`src/rtl/pipe_pkg.sv`:
```
// Shared widths and helpers for the pipeline stage register slice.
package pipe_pkg;

    localparam int CTRL_W_EXE = 3;
    localparam int DATA_W_EXE = 68;
    localparam int CTRL_W_MEM = 2;
    localparam int STATS_W    = 16;
    localparam int MAX_DEPTH  = 4;

    function automatic logic [STATS_W-1:0] sat_inc(input logic [STATS_W-1:0] v);
        return (&v) ? v : v + STATS_W'(1);
    endfunction

endpackage

```
`src/rtl/pipe_reg_slice.sv`:
```
// One register slice: valid bit, control bundle and payload, with load and flush-clear.
module pipe_reg_slice #(
    parameter int CTRL_W = 3,
    parameter int DATA_W = 68
) (
    input  logic              clk,
    input  logic              rst_n,
    input  logic              ld,
    input  logic              clr,
    input  logic              valid_i,
    input  logic [CTRL_W-1:0] ctrl_i,
    input  logic [DATA_W-1:0] data_i,
    output logic              valid_o,
    output logic [CTRL_W-1:0] ctrl_o,
    output logic [DATA_W-1:0] data_o
);

    logic              valid_q;
    logic [CTRL_W-1:0] ctrl_q;
    logic [DATA_W-1:0] data_q;

    // Payload still loads on a flush so the datapath stays simple; only valid/ctrl are squashed.
    always_ff @(posedge clk or negedge rst_n) begin
        if (!rst_n) begin
            valid_q <= 1'b0;
            ctrl_q  <= '0;
            data_q  <= '0;
        end else if (ld) begin
            valid_q <= valid_i & ~clr;
            ctrl_q  <= clr ? '0 : ctrl_i;
            data_q  <= data_i;
        end
    end

    assign valid_o = valid_q;
    assign ctrl_o  = ctrl_q;
    assign data_o  = data_q;

endmodule

```
`src/rtl/pipe_stage_register.sv`:
```
// DEPTH-slice pipeline boundary register with freeze/flush and bubble gating of control.
// Optional stall/bubble statistics counters are built when PIPE_STAGE_STATS_EN is defined.
module pipe_stage_register
    import pipe_pkg::*;
#(
    parameter int CTRL_W = CTRL_W_EXE,
    parameter int DATA_W = DATA_W_EXE,
    parameter int DEPTH  = 1
) (
    input  logic              clk,
    input  logic              rst,
    input  logic              freeze,
    input  logic              flush,
    input  logic              in_valid,
    input  logic [CTRL_W-1:0] in_ctrl,
    input  logic [DATA_W-1:0] in_data,
    output logic              out_valid,
    output logic [CTRL_W-1:0] out_ctrl,
    output logic [DATA_W-1:0] out_data,
    output logic [2:0]        occupancy
`ifdef PIPE_STAGE_STATS_EN
    ,
    output logic [STATS_W-1:0] stall_cnt,
    output logic [STATS_W-1:0] bubble_cnt
`endif
);

    if (DEPTH < 1 || DEPTH > MAX_DEPTH) begin : g_depth_check
        $error("pipe_stage_register: DEPTH must be within 1..4");
    end

    logic              ld;
    logic              valid_s [DEPTH];
    logic [CTRL_W-1:0] ctrl_s  [DEPTH];
    logic [DATA_W-1:0] data_s  [DEPTH];

    // Flush overrides freeze so a taken branch can squash a stalled stage.
    assign ld = ~freeze | flush;

    for (genvar i = 0; i < DEPTH; i++) begin : g_slice
        logic              valid_in;
        logic [CTRL_W-1:0] ctrl_in;
        logic [DATA_W-1:0] data_in;

        if (i == 0) begin : g_head
            assign valid_in = in_valid;
            assign ctrl_in  = in_ctrl;
            assign data_in  = in_data;
        end else begin : g_body
            assign valid_in = valid_s[i-1];
            assign ctrl_in  = ctrl_s[i-1];
            assign data_in  = data_s[i-1];
        end

        pipe_reg_slice #(
            .CTRL_W(CTRL_W),
            .DATA_W(DATA_W)
        ) u_slice (
            .clk    (clk),
            .rst_n  (rst),
            .ld     (ld),
            .clr    (flush),
            .valid_i(valid_in),
            .ctrl_i (ctrl_in),
            .data_i (data_in),
            .valid_o(valid_s[i]),
            .ctrl_o (ctrl_s[i]),
            .data_o (data_s[i])
        );
    end

    assign out_valid = valid_s[DEPTH-1];
    assign out_ctrl  = valid_s[DEPTH-1] ? ctrl_s[DEPTH-1] : '0;
    assign out_data  = data_s[DEPTH-1];

    always_comb begin
        occupancy = 3'd0;
        for (int i = 0; i < DEPTH; i++) begin
            occupancy = occupancy + {2'b00, valid_s[i]};
        end
    end

`ifdef PIPE_STAGE_STATS_EN
    logic [STATS_W-1:0] stall_cnt_q;
    logic [STATS_W-1:0] bubble_cnt_q;

    always_ff @(posedge clk or negedge rst) begin
        if (!rst) begin
            stall_cnt_q  <= '0;
            bubble_cnt_q <= '0;
        end else begin
            if (freeze && !flush) begin
                stall_cnt_q <= sat_inc(stall_cnt_q);
            end
            if (ld && !valid_s[DEPTH-1]) begin
                bubble_cnt_q <= sat_inc(bubble_cnt_q);
            end
        end
    end

    assign stall_cnt  = stall_cnt_q;
    assign bubble_cnt = bubble_cnt_q;
`endif

endmodule

```
`config.mk`:
```
export PLATFORM = sky130hd
export DESIGN_NAME = pipe_stage_register
export DESIGN_NICKNAME = d
export VERILOG_FILES = /design/src/rtl/pipe_pkg.sv /design/src/rtl/pipe_reg_slice.sv /design/src/rtl/pipe_stage_register.sv
export SDC_FILE = /design/constraint.sdc
export NUM_CORES = 1
export LEC_CHECK = 0
export BUFFER_PORTS_ARGS = -buffer_cell sky130_fd_sc_hd__buf_4
export CORE_MARGIN = 2
export CORE_UTILIZATION = 42
export CTS_CLUSTER_SIZE = 40
export DETAILED_ROUTE_END_ITERATION = 6
export GPL_TIMING_DRIVEN = 1
export PLACE_DENSITY_LB_ADDON = 0.12
export SYNTH_ARGS = -nofsm -noshare
export SYNTH_HDL_FRONTEND = slang
export SYNTH_SLANG_ARGS = --single-unit
```
`constraint.sdc`:
```
create_clock -name clk -period 1.31 [get_ports clk]
set_input_delay 0.131 -clock clk [delete_from_list [all_inputs] [get_ports clk]]
set_output_delay 0.131 -clock clk [all_outputs]
set_load 0.1 [all_outputs]
```
---- Word-level counts from Yosys, hierarchy flattened ----
Cells that the tools add are included.
word-level totals
  register bits after elaboration ......... 72
  latch bits .............................. 0
  bits in writable memories ............... 0
  bits in read-only memories .............. 0
  input bits .............................. 76
  output and inout port bits .............. 75
  logic and storage cells ................. 9
  memories ................................ 0
cells by class
  add/sub/neg operators ................... 0
  multipliers ............................. 0
  div/mod/pow operators ................... 0
  order comparisons ....................... 0
  eq/ne operators ......................... 0
  shift-type cells ........................ 0
  muxes and demuxes ....................... 2
  bitwise gates (word level) .............. 4
  reduce and logical (&&, ||, !) cells .... 0
operators by type and width
  cell               number
  2-to-1 mux 3 bit   2
  inverter 1 bit     2
  bitwise AND 1 bit  1
  bitwise OR 1 bit   1

---- Longest topological paths before layout ----
Gate-level depths: netlist of run 1.
  depth in word-level cells ............... 2
  mapped depth ............................ 6

---- Hierarchy ----
Synthesis of run 1 repeated with hierarchy kept, for this count alone.
unflattened totals
  cells, all modules ...................... 168
  area total of the unflattened synthesis .. 2751.4 um^2
by module, submodules not included
  module               instances  cells each  area each (um^2)  sequential area each (um^2)
  pipe_reg_slice       1          160         2700.1            1801.7
  pipe_stage_register  1          8           51.3              0.0

---- Least setup slack after synthesis of run 1 ----
Ideal clock, no wire load.
  kind .................................... reg-to-output
  start ................................... reg g_slice[0].u_slice.valid_q
  end ..................................... out out_ctrl[0]
  arrival ................................. 1.816 ns
  data required time ...................... 1.179 ns
  slack ................................... -0.637 ns
  cell stages (with the launch flop) ...... 2
  path buffers ............................ 0
  cells stage by stage .................... dfrtp_1 > and2_1
on the way
  cells in the longest elaborated chain, start to end .. 1
RTL lines
  what                      line                       RTL
  start: declaration        pipe_reg_slice.sv:18       logic valid_q;
  start signal: assignment  pipe_reg_slice.sv:29       valid_q <= valid_i & ~clr;
  2-to-1 mux 3 bit          pipe_stage_register.sv:73  assign out_ctrl = valid_s[DEPTH-1] ? ctrl_s[DEPTH-1] : '0;
  end: declaration          pipe_stage_register.sv:18  output logic [CTRL_W-1:0] out_ctrl,
Every way passes these cells.

---- Worst setup path in the final report of run 1 ----
  start ................................... reg g_slice[0].u_slice.valid_q
  end ..................................... out out_ctrl[2]
Same word-level chain as after synthesis.

==> results.toml, run 1 <==
[placement]
port_buffers = 148
hpwl_mm = 4.573
routabilityCongestion = 0.6993
post-place-ws_ns = 0.1103

[grt]
globalRouteOverflowTotal = 0
grt_pass1_wl_mm = 9.770
grt_most_used_layer = "met2"
antenna_found_initial = 0
grt_usage_pct = 16.97
grtUsageMet1_pct = 22.17
met2_usage_pct = 26.71
grt_max_degree = 30
grt_pass1_vias = 1978
use_met3_pct = 5.048

[clock_network]
clkTransAtPathRegs_ns = 0.07
cts-root-buf = "clkbuf_8"
post_cts_buffers = 0
cts.path.max_buffers = 2
cts_made_buffers = 9
h-tree-depth = 3
cts_tree = "built"
cts_sinks = 72
clkLatencyLatePin_ns = 0.33

[logic_synthesis]
synthCells = 165
synth_top_area_share_pct = 63.32
ys_top_cells_by_count = "dfrtp_1, mux2_2, mux2_4"
yosys_warnings = 0
yosysSeqAreaShare_pct = 63.32
ys_ff_latch = 72
synth_edf_count = 0
synthFlopType = "dfrtp_1"
ys_types = 13
synth_area_leader_cell = "dfrtp_1"
avgSynthCellArea_um2 = 17.24
ys_top_cells_by_area = "dfrtp_1, mux2_2, mux2_4, mux2i_1, buf_4"
syn_area_um2 = 2845
async_reset_ff_share_pct = 100.0
yosysMostFrequentCell = "dfrtp_1"

[sta]
layout_min_cycle_time_ns = 1.265
finalHoldViolCount = 0
fin_skew_ns = 0
fin_crit_sh_pct = 96.60
rsz0062_at_grt = "false"
layout_setup_ws_ns = 0.04456
hold_slack_ns = 0.02986
max_clock_freq_mhz = 790.2
slew_viol_final = 0
setup_violations = 0

[drt]
vias_per_cell = 4.658
drc = 0
dr.first_iter.drc_count = 42
num_vias = 1868
dr.pass1.iters = 3
routed_wl_mm = 6.081
wl_per_cell_um = 15.16
ant_nets = 0

[layout]
fin_util_pct = 65.96
antenna_cells = 0
areaGrowthSynthToFinish_pct = 49.74
fin_nets = 396
drive_above_1_share_pct = 73.77

[die]
start_util_pct = 44.05
rows = 29
die_w_um = 86.31
die_area_um2 = 7449
die_h_um = 86.31
core-area_um2 = 6459
io_pins = 151

[setup_path]
slowest_stage = "dfrtp_2"
worstPathArrival_ns = 1.13
cp_top_family = "flip-flops"
worstPathCellList = "and2_2, buf_6"
path_class = "flip-flop to output pin"
path_buf_inv = 1
endpoint_kind = "output pin"
required_ns = 1.18
cpPeakStageDelay_ns = 0.44
crit_path_start_kind = "flip-flop"
crit_fanout = 6

[pwr]
p_leak_uw = 0.002140
power.density_nw_per_um2 = 1500
ir_drop_mv = 0.9696
fin_total_pwr_uw = 6392

[status]
status = "finished, final reports clean"

[min_path]
worstHoldPathType = "input pin to flip-flop"

[flow_run]
cap_violations = 0
==> kinds of logic (layout without fill, tap and decap cells) <==
family	Yosys count	in the layout	synth area share (%)
multiplexers	72	72	30.96
flip-flops	72	72	63.32
AND/OR/NAND/NOR	8	8	1.671
other	1	2	0.1318
buffers and inverters	12	170	3.914
==> through the flow <==
stage | instance area, µm² | instances | TNS, ns
after floorplan | 2854 | 166 | -0.2447
after global placement | 4050 | 384 | 0
after detailed placement | 4050 | 384 | 0
after CTS | 4260 | 401 | 0
after global routing | 4260 | 401 | 0
final | 4260 | 401 | 0
==> worst paths after layout <==
check	from	end	slack, ns	cells past startpoint
max in group asynchronous	rst	g_slice[0].u_slice.data_o[17]$_DFFE_PN0P_	0.59	3
max reg2reg	g_slice[0].u_slice.data_o[45]$_DFFE_PN0P_	g_slice[0].u_slice.data_o[45]$_DFFE_PN0P_	0.53	1
min reg2reg	g_slice[0].u_slice.data_o[20]$_DFFE_PN0P_	g_slice[0].u_slice.data_o[20]$_DFFE_PN0P_	0.51	1
min in group asynchronous	rst	g_slice[0].u_slice.data_o[43]$_DFFE_PN0P_	0.25	2
max	g_slice[0].u_slice.valid_o$_DFFE_PN0P_	out_ctrl[2]	0.04	2
min	in_data[49]	g_slice[0].u_slice.data_o[49]$_DFFE_PN0P_	0.03	2
==> final cells by class <==
type	instances	area, µm²
Fill cell	516	2198
Sequential cell	72	1803
Timing Repair Buffer	155	1242
Multi-Input combinational cell	82	939.7
Clock buffer	11	131.4
Tap cell	77	96.34
Clock inverter	4	47.55
==> power breakdown <==
group          internal (µW)  total (µW)  switching (µW)
Sequential              2410        2500            96.8
Combinational            607        2270            1660
Clock                    865        1620             755
Total                   3880        6390            2510
==> per-layer routing <==
layer	vias up	wire, µm
met5	-	0
met4	0	78
met3	9	503
met2	82	2969
met1	904	2529
li1	873	-
==> registers in the layout (all words and copies together), names as in the netlist <==
register / cells
g_slice.u_slice.ctrl_o: 3
g_slice.u_slice.data_o: 68
g_slice.u_slice.valid_o: 1
==> placed cells by master (no fill, tap or decap), drive strengths merged <==
cell         Yosys  routed
buf             12     153
dfrtp           72      72
mux2            68      68
clkbuf           0      11
mux2i            4       4
nor2             4       4
and2             3       3
conb             1       2
clkinv           0       2
dlygate4sd3      0       2
nand2b           1       1
clkinvlp         0       1
bufinv           0       1
==> repair_timing <==
item                                    in CTS  in global routing
endpoints found under the setup margin       3                  0
hold endpoints to repair                    34                  0
hold buffers                                 2                  0
resized for setup                            3                  0
(Power assumes the default switching activity.)
==> inputs of run 2 (changes only) <==
--- a/config.mk
+++ b/config.mk
@@ -8,6 +8,7 @@
 export BUFFER_PORTS_ARGS = -buffer_cell sky130_fd_sc_hd__buf_4
 export CORE_MARGIN = 2
 export CORE_UTILIZATION = 42
+export CTS_BUF_LIST = sky130_fd_sc_hd__clkbuf_8
 export CTS_CLUSTER_SIZE = 40
 export DETAILED_ROUTE_END_ITERATION = 6
 export GPL_TIMING_DRIVEN = 1
==> results.toml, run 2 (synthesis results as in run 1) <==
[clock_network]
cts_sinks = 72
cts.path.max_buffers = 2
cts-root-buf = "clkbuf_8"
clkLatencyLatePin_ns = 0.33
cts_made_buffers = 9
h-tree-depth = 3
cts_tree = "built"
clkTransAtPathRegs_ns = 0.07

[status]
status = "finished, final reports clean"

[drt]
dr.first_iter.drc_count = 44
wl_per_cell_um = 15.16
ant_nets = 0
drc = 0
dr.pass1.iters = 4
vias_per_cell = 4.676
routed_wl_mm = 6.079
num_vias = 1875

[sta]
layout_setup_ws_ns = 0.04409
fin_crit_sh_pct = 96.63
fin_skew_ns = 0
rsz0062_at_grt = "false"
setup_violations = 0
layout_min_cycle_time_ns = 1.266
hold_slack_ns = 0.02950
slew_viol_final = 0
max_clock_freq_mhz = 789.9
finalHoldViolCount = 0

[grt]
grt_most_used_layer = "met2"
grt_max_degree = 30
grt_usage_pct = 16.97
use_met3_pct = 5.048
grtUsageMet1_pct = 22.17
grt_pass1_wl_mm = 9.770
met2_usage_pct = 26.71
globalRouteOverflowTotal = 0
grt_pass1_vias = 1978
antenna_found_initial = 0

[placement]
post-place-ws_ns = 0.1103
hpwl_mm = 4.573
routabilityCongestion = 0.6993
port_buffers = 148

[layout]
most-common-layout-cells = "buf_4, dfrtp_1, mux2_2, mux2_4, clkbuf_8"
largest_register_ffs = 68
drive_above_1_share_pct = 73.77
antenna_cells = 0
areaGrowthSynthToFinish_pct = 49.74
final_common_cell = "buf_4"
fin_nets = 396

[setup_path]
slowest_stage = "dfrtp_2"
worstPathArrival_ns = 1.13
worstPathCellList = "and2_2, buf_6"
required_ns = 1.18
endpoint_kind = "output pin"
path_class = "flip-flop to output pin"
cpPeakStageDelay_ns = 0.44
crit_path_start_kind = "flip-flop"
crit_fanout = 6

[die]
rows = 29
die_h_um = 86.31
die_w_um = 86.31
io_pins = 151
start_util_pct = 44.05
die_area_um2 = 7449
core-area_um2 = 6459

[flow_run]
cap_violations = 0

[pwr]
power.density_nw_per_um2 = 1497
p_leak_uw = 0.002148
ir_drop_mv = 0.9696

[min_path]
worstHoldPathType = "input pin to flip-flop"
[run 2: path summary, 6_finish.rpt]
check / depth (start not counted) / from / end / slack (ns)
worst max register to register: 1 / g_slice[0].u_slice.data_o[45]$_DFFE_PN0P_ / g_slice[0].u_slice.data_o[45]$_DFFE_PN0P_ / 0.53
max in group asynchronous: 3 / rst / g_slice[0].u_slice.data_o[17]$_DFFE_PN0P_ / 0.59
worst min-delay path: 2 / in_data[49] / g_slice[0].u_slice.data_o[49]$_DFFE_PN0P_ / 0.03
worst max-delay path: 2 / g_slice[0].u_slice.valid_o$_DFFE_PN0P_ / out_ctrl[2] / 0.04
worst min register to register: 1 / g_slice[0].u_slice.data_o[20]$_DFFE_PN0P_ / g_slice[0].u_slice.data_o[20]$_DFFE_PN0P_ / 0.51
min in group asynchronous: 2 / rst / g_slice[0].u_slice.data_o[43]$_DFFE_PN0P_ / 0.25
[run 2: where the power goes]
part	switching, µW	leakage, µW	internal (µW)
logic	1660	0.00121	607
clock network	757	0.0000975	849
registers	96.7	0.000845	2410
total	2520	0.00215	3860
[run 2: critical path, delay by kind of cell (launching register included)]
kind                   cells  cell delay [ns]
flip-flops                 1             0.44
AND/OR/NAND/NOR            1             0.19
buffers and inverters      1             0.18
[run 2: per-layer routing]
layer	up-vias	wire length, µm
met1	910	2529
li1	874	-
met4	0	78
met2	82	2969
met5	-	0
met3	9	503
[run 2: layout make-up]
cell class / instances / area (µm²)
timing repair buffer: 155 / 1242
sequential: 72 / 1803
clock inverter: 6 / 55.05
clock buffer: 9 / 123.9
tap: 77 / 96.34
fill: 516 / 2198
multi-input combinational: 82 / 939.7
[run 2: timing repair]
action / CTS / global route
setup endpoints to repair: 3 / 0
setup buffers: 0 / 0
resized for setup: 3 / 0
hold buffers: 2 / 0
endpoints found under the hold margin: 34 / 0
[run 2: stage by stage]
step           cell area (µm²)  TNS, ns  cells  utilization (%)  power [µW]
2_1_floorplan             2854  -0.2447    166                -        4224
3_3_place_gp              4050        0    384            62.71        4809
3_5_place_dp              4050        0    384            62.71        4825
4_1_cts                   4260        0    401            65.96        6445
5_1_grt                   4260        0    401            65.96        6626
6_report                  4260        0    401            65.96        6378
==> inputs of run 3 (changes only) <==
==> constraint.sdc (replaced) <==
create_clock -name clk -period 1.35 [get_ports clk]
set_input_delay 0.135 -clock clk [delete_from_list [all_inputs] [get_ports clk]]
set_output_delay 0.135 -clock clk [all_outputs]
set_load 0.1 [all_outputs]
==> results.toml, run 3 (synthesis results as in run 1) <==
[status]
status = "finished, final reports clean"

[sta]
rsz0062_at_grt = "false"
setup_violations = 0
layout_min_cycle_time_ns = 1.270
finalHoldViolCount = 0
slew_viol_final = 0
fin_crit_sh_pct = 94.09
max_clock_freq_mhz = 787.3
hold_slack_ns = 0.03784
setup_tns_ns = 0
fin_skew_ns = 0

[setup_path]
cp_top_family = "flip-flops"
endpoint_kind = "output pin"
cpPeakStageDelay_ns = 0.44
required_ns = 1.22
path_class = "flip-flop to output pin"
path_buf_inv = 1
r2r_slack_ns = 0.57
worstPathCellList = "and2_2, buf_6"
crit_fanout = 6
crit_path_start_kind = "flip-flop"
slowest_stage = "dfrtp_2"
worstPathArrival_ns = 1.14

[grt]
grt_pass1_vias = 2050
antenna_found_initial = 0
grt_usage_pct = 16.91
met2_usage_pct = 28.75
use_met3_pct = 5.524
globalRouteOverflowTotal = 0
grt_pass1_wl_mm = 9.653
grtUsageMet1_pct = 20.24
grt_max_degree = 33
grt_most_used_layer = "met2"

[pwr]
switching_share_pct = 40.12
internal_power_uw = 3613
power_frac_comb_pct = 36.5
power.density_nw_per_um2 = 1423
clock_power_share_pct = 23.2
fin_total_pwr_uw = 6035
p_leak_uw = 0.002140
ir_drop_mv = 0.8435
seqPwrFrac_pct = 40.3
p_switching_uw = 2421

[clock_network]
cts_tree = "built"
h-tree-depth = 3
cts_made_buffers = 9
cts-root-buf = "clkbuf_8"
clkTransAtPathRegs_ns = 0.08
clkLatencyLatePin_ns = 0.32
post_cts_buffers = 0
cts_sinks = 72
cts.path.max_buffers = 2

[drt]
dr.pass1.iters = 3
wl_per_cell_um = 15.36
vias_per_cell = 4.667
ant_nets = 0
drc = 0
routed_wl_mm = 6.174
dr.first_iter.drc_count = 44
num_vias = 1876

[layout]
antenna_cells = 0
largest_register_ffs = 68
fin_nets = 397
most-common-layout-cells = "buf_4, dfrtp_1, mux2_2, mux2_4, clkbuf_8"
drive_above_1_share_pct = 74.15
final_cells = 402
fin_util_pct = 65.65
final_common_cell = "buf_4"
areaGrowthSynthToFinish_pct = 49.03

[die]
core-area_um2 = 6459
die_area_um2 = 7449
start_util_pct = 44.05
rows = 29
io_pins = 151
die_w_um = 86.31
die_h_um = 86.31

[min_path]
worstHoldPathType = "input pin to flip-flop"

[placement]
place_inst = 385
routabilityCongestion = 0.6728
hpwl_mm = 4.781
port_buffers = 148

[flow_run]
cap_violations = 0
## run 3: cell count changes in the layout (fill, tap and decap cells not counted)
| cell | previous run | this run |
|---|---|---|
| clkbuf_8 | 9 | 10 |
| inv_1 | 2 | 1 |
| clkinv_2 | 2 | 3 |
| buf_12 | 5 | 4 |
| bufinv_16 | 1 | 0 |
| buf_4 | 145 | 147 |
## run 3: worst paths after layout
path                                                            from                                        end  depth (start not counted)
min in group asynchronous                                        rst  g_slice[0].u_slice.data_o[50]$_DFFE_PN0P_                          2
hold / removal                                           in_data[41]  g_slice[0].u_slice.data_o[41]$_DFFE_PN0P_                          2
hold reg to reg            g_slice[0].u_slice.data_o[21]$_DFFE_PN0P_  g_slice[0].u_slice.data_o[21]$_DFFE_PN0P_                          1
setup / recovery              g_slice[0].u_slice.valid_o$_DFFE_PN0P_                                out_ctrl[2]                          2
max in group asynchronous                                        rst  g_slice[0].u_slice.data_o[66]$_DFFE_PN0P_                          3
setup reg to reg           g_slice[0].u_slice.data_o[41]$_DFFE_PN0P_  g_slice[0].u_slice.data_o[41]$_DFFE_PN0P_                          1
## run 3: power by group through the flow
stage               sequential (µW)  combinational [µW]  clock [µW]
floorplan                      3750                 348           0
global placement               2470                2200           0
detailed placement             2470                2210           0
CTS                            2440                2220        1460
global route                   2460                2270        1560
finish                         2430                2200        1400
## run 3: stage by stage
stage	setup WS, ns	area [µm²]
after detailed placement	0.1444	4045
after global routing	0.02711	4240
after CTS	0.01488	4229
after global placement	0.1742	4045
final	0.07983	4240
after floorplan	-0.04557	2854
## run 3: cell type report
cell class | instances | area (µm²)
fillers | 501 | 2218
flip-flops and latches | 72 | 1803
repair buffers | 156 | 1237
multi-input cells | 82 | 939.7
clock buffers | 10 | 137.6
well taps | 77 | 96.34
clock inverters | 5 | 26.28
## run 3: metal layers
metal	share of wire (%)	routed length [µm]
met1	39	2431
met5	0	0
met3	8.5	527
met2	51	3161
met4	0.86	53
## run 3: timing repair
item | in CTS | in global routing
gates resized for setup | 0 | 3
endpoints found under the hold margin | 29 | 0
hold buffers | 2 | 0
endpoints found under the setup margin | 0 | 3
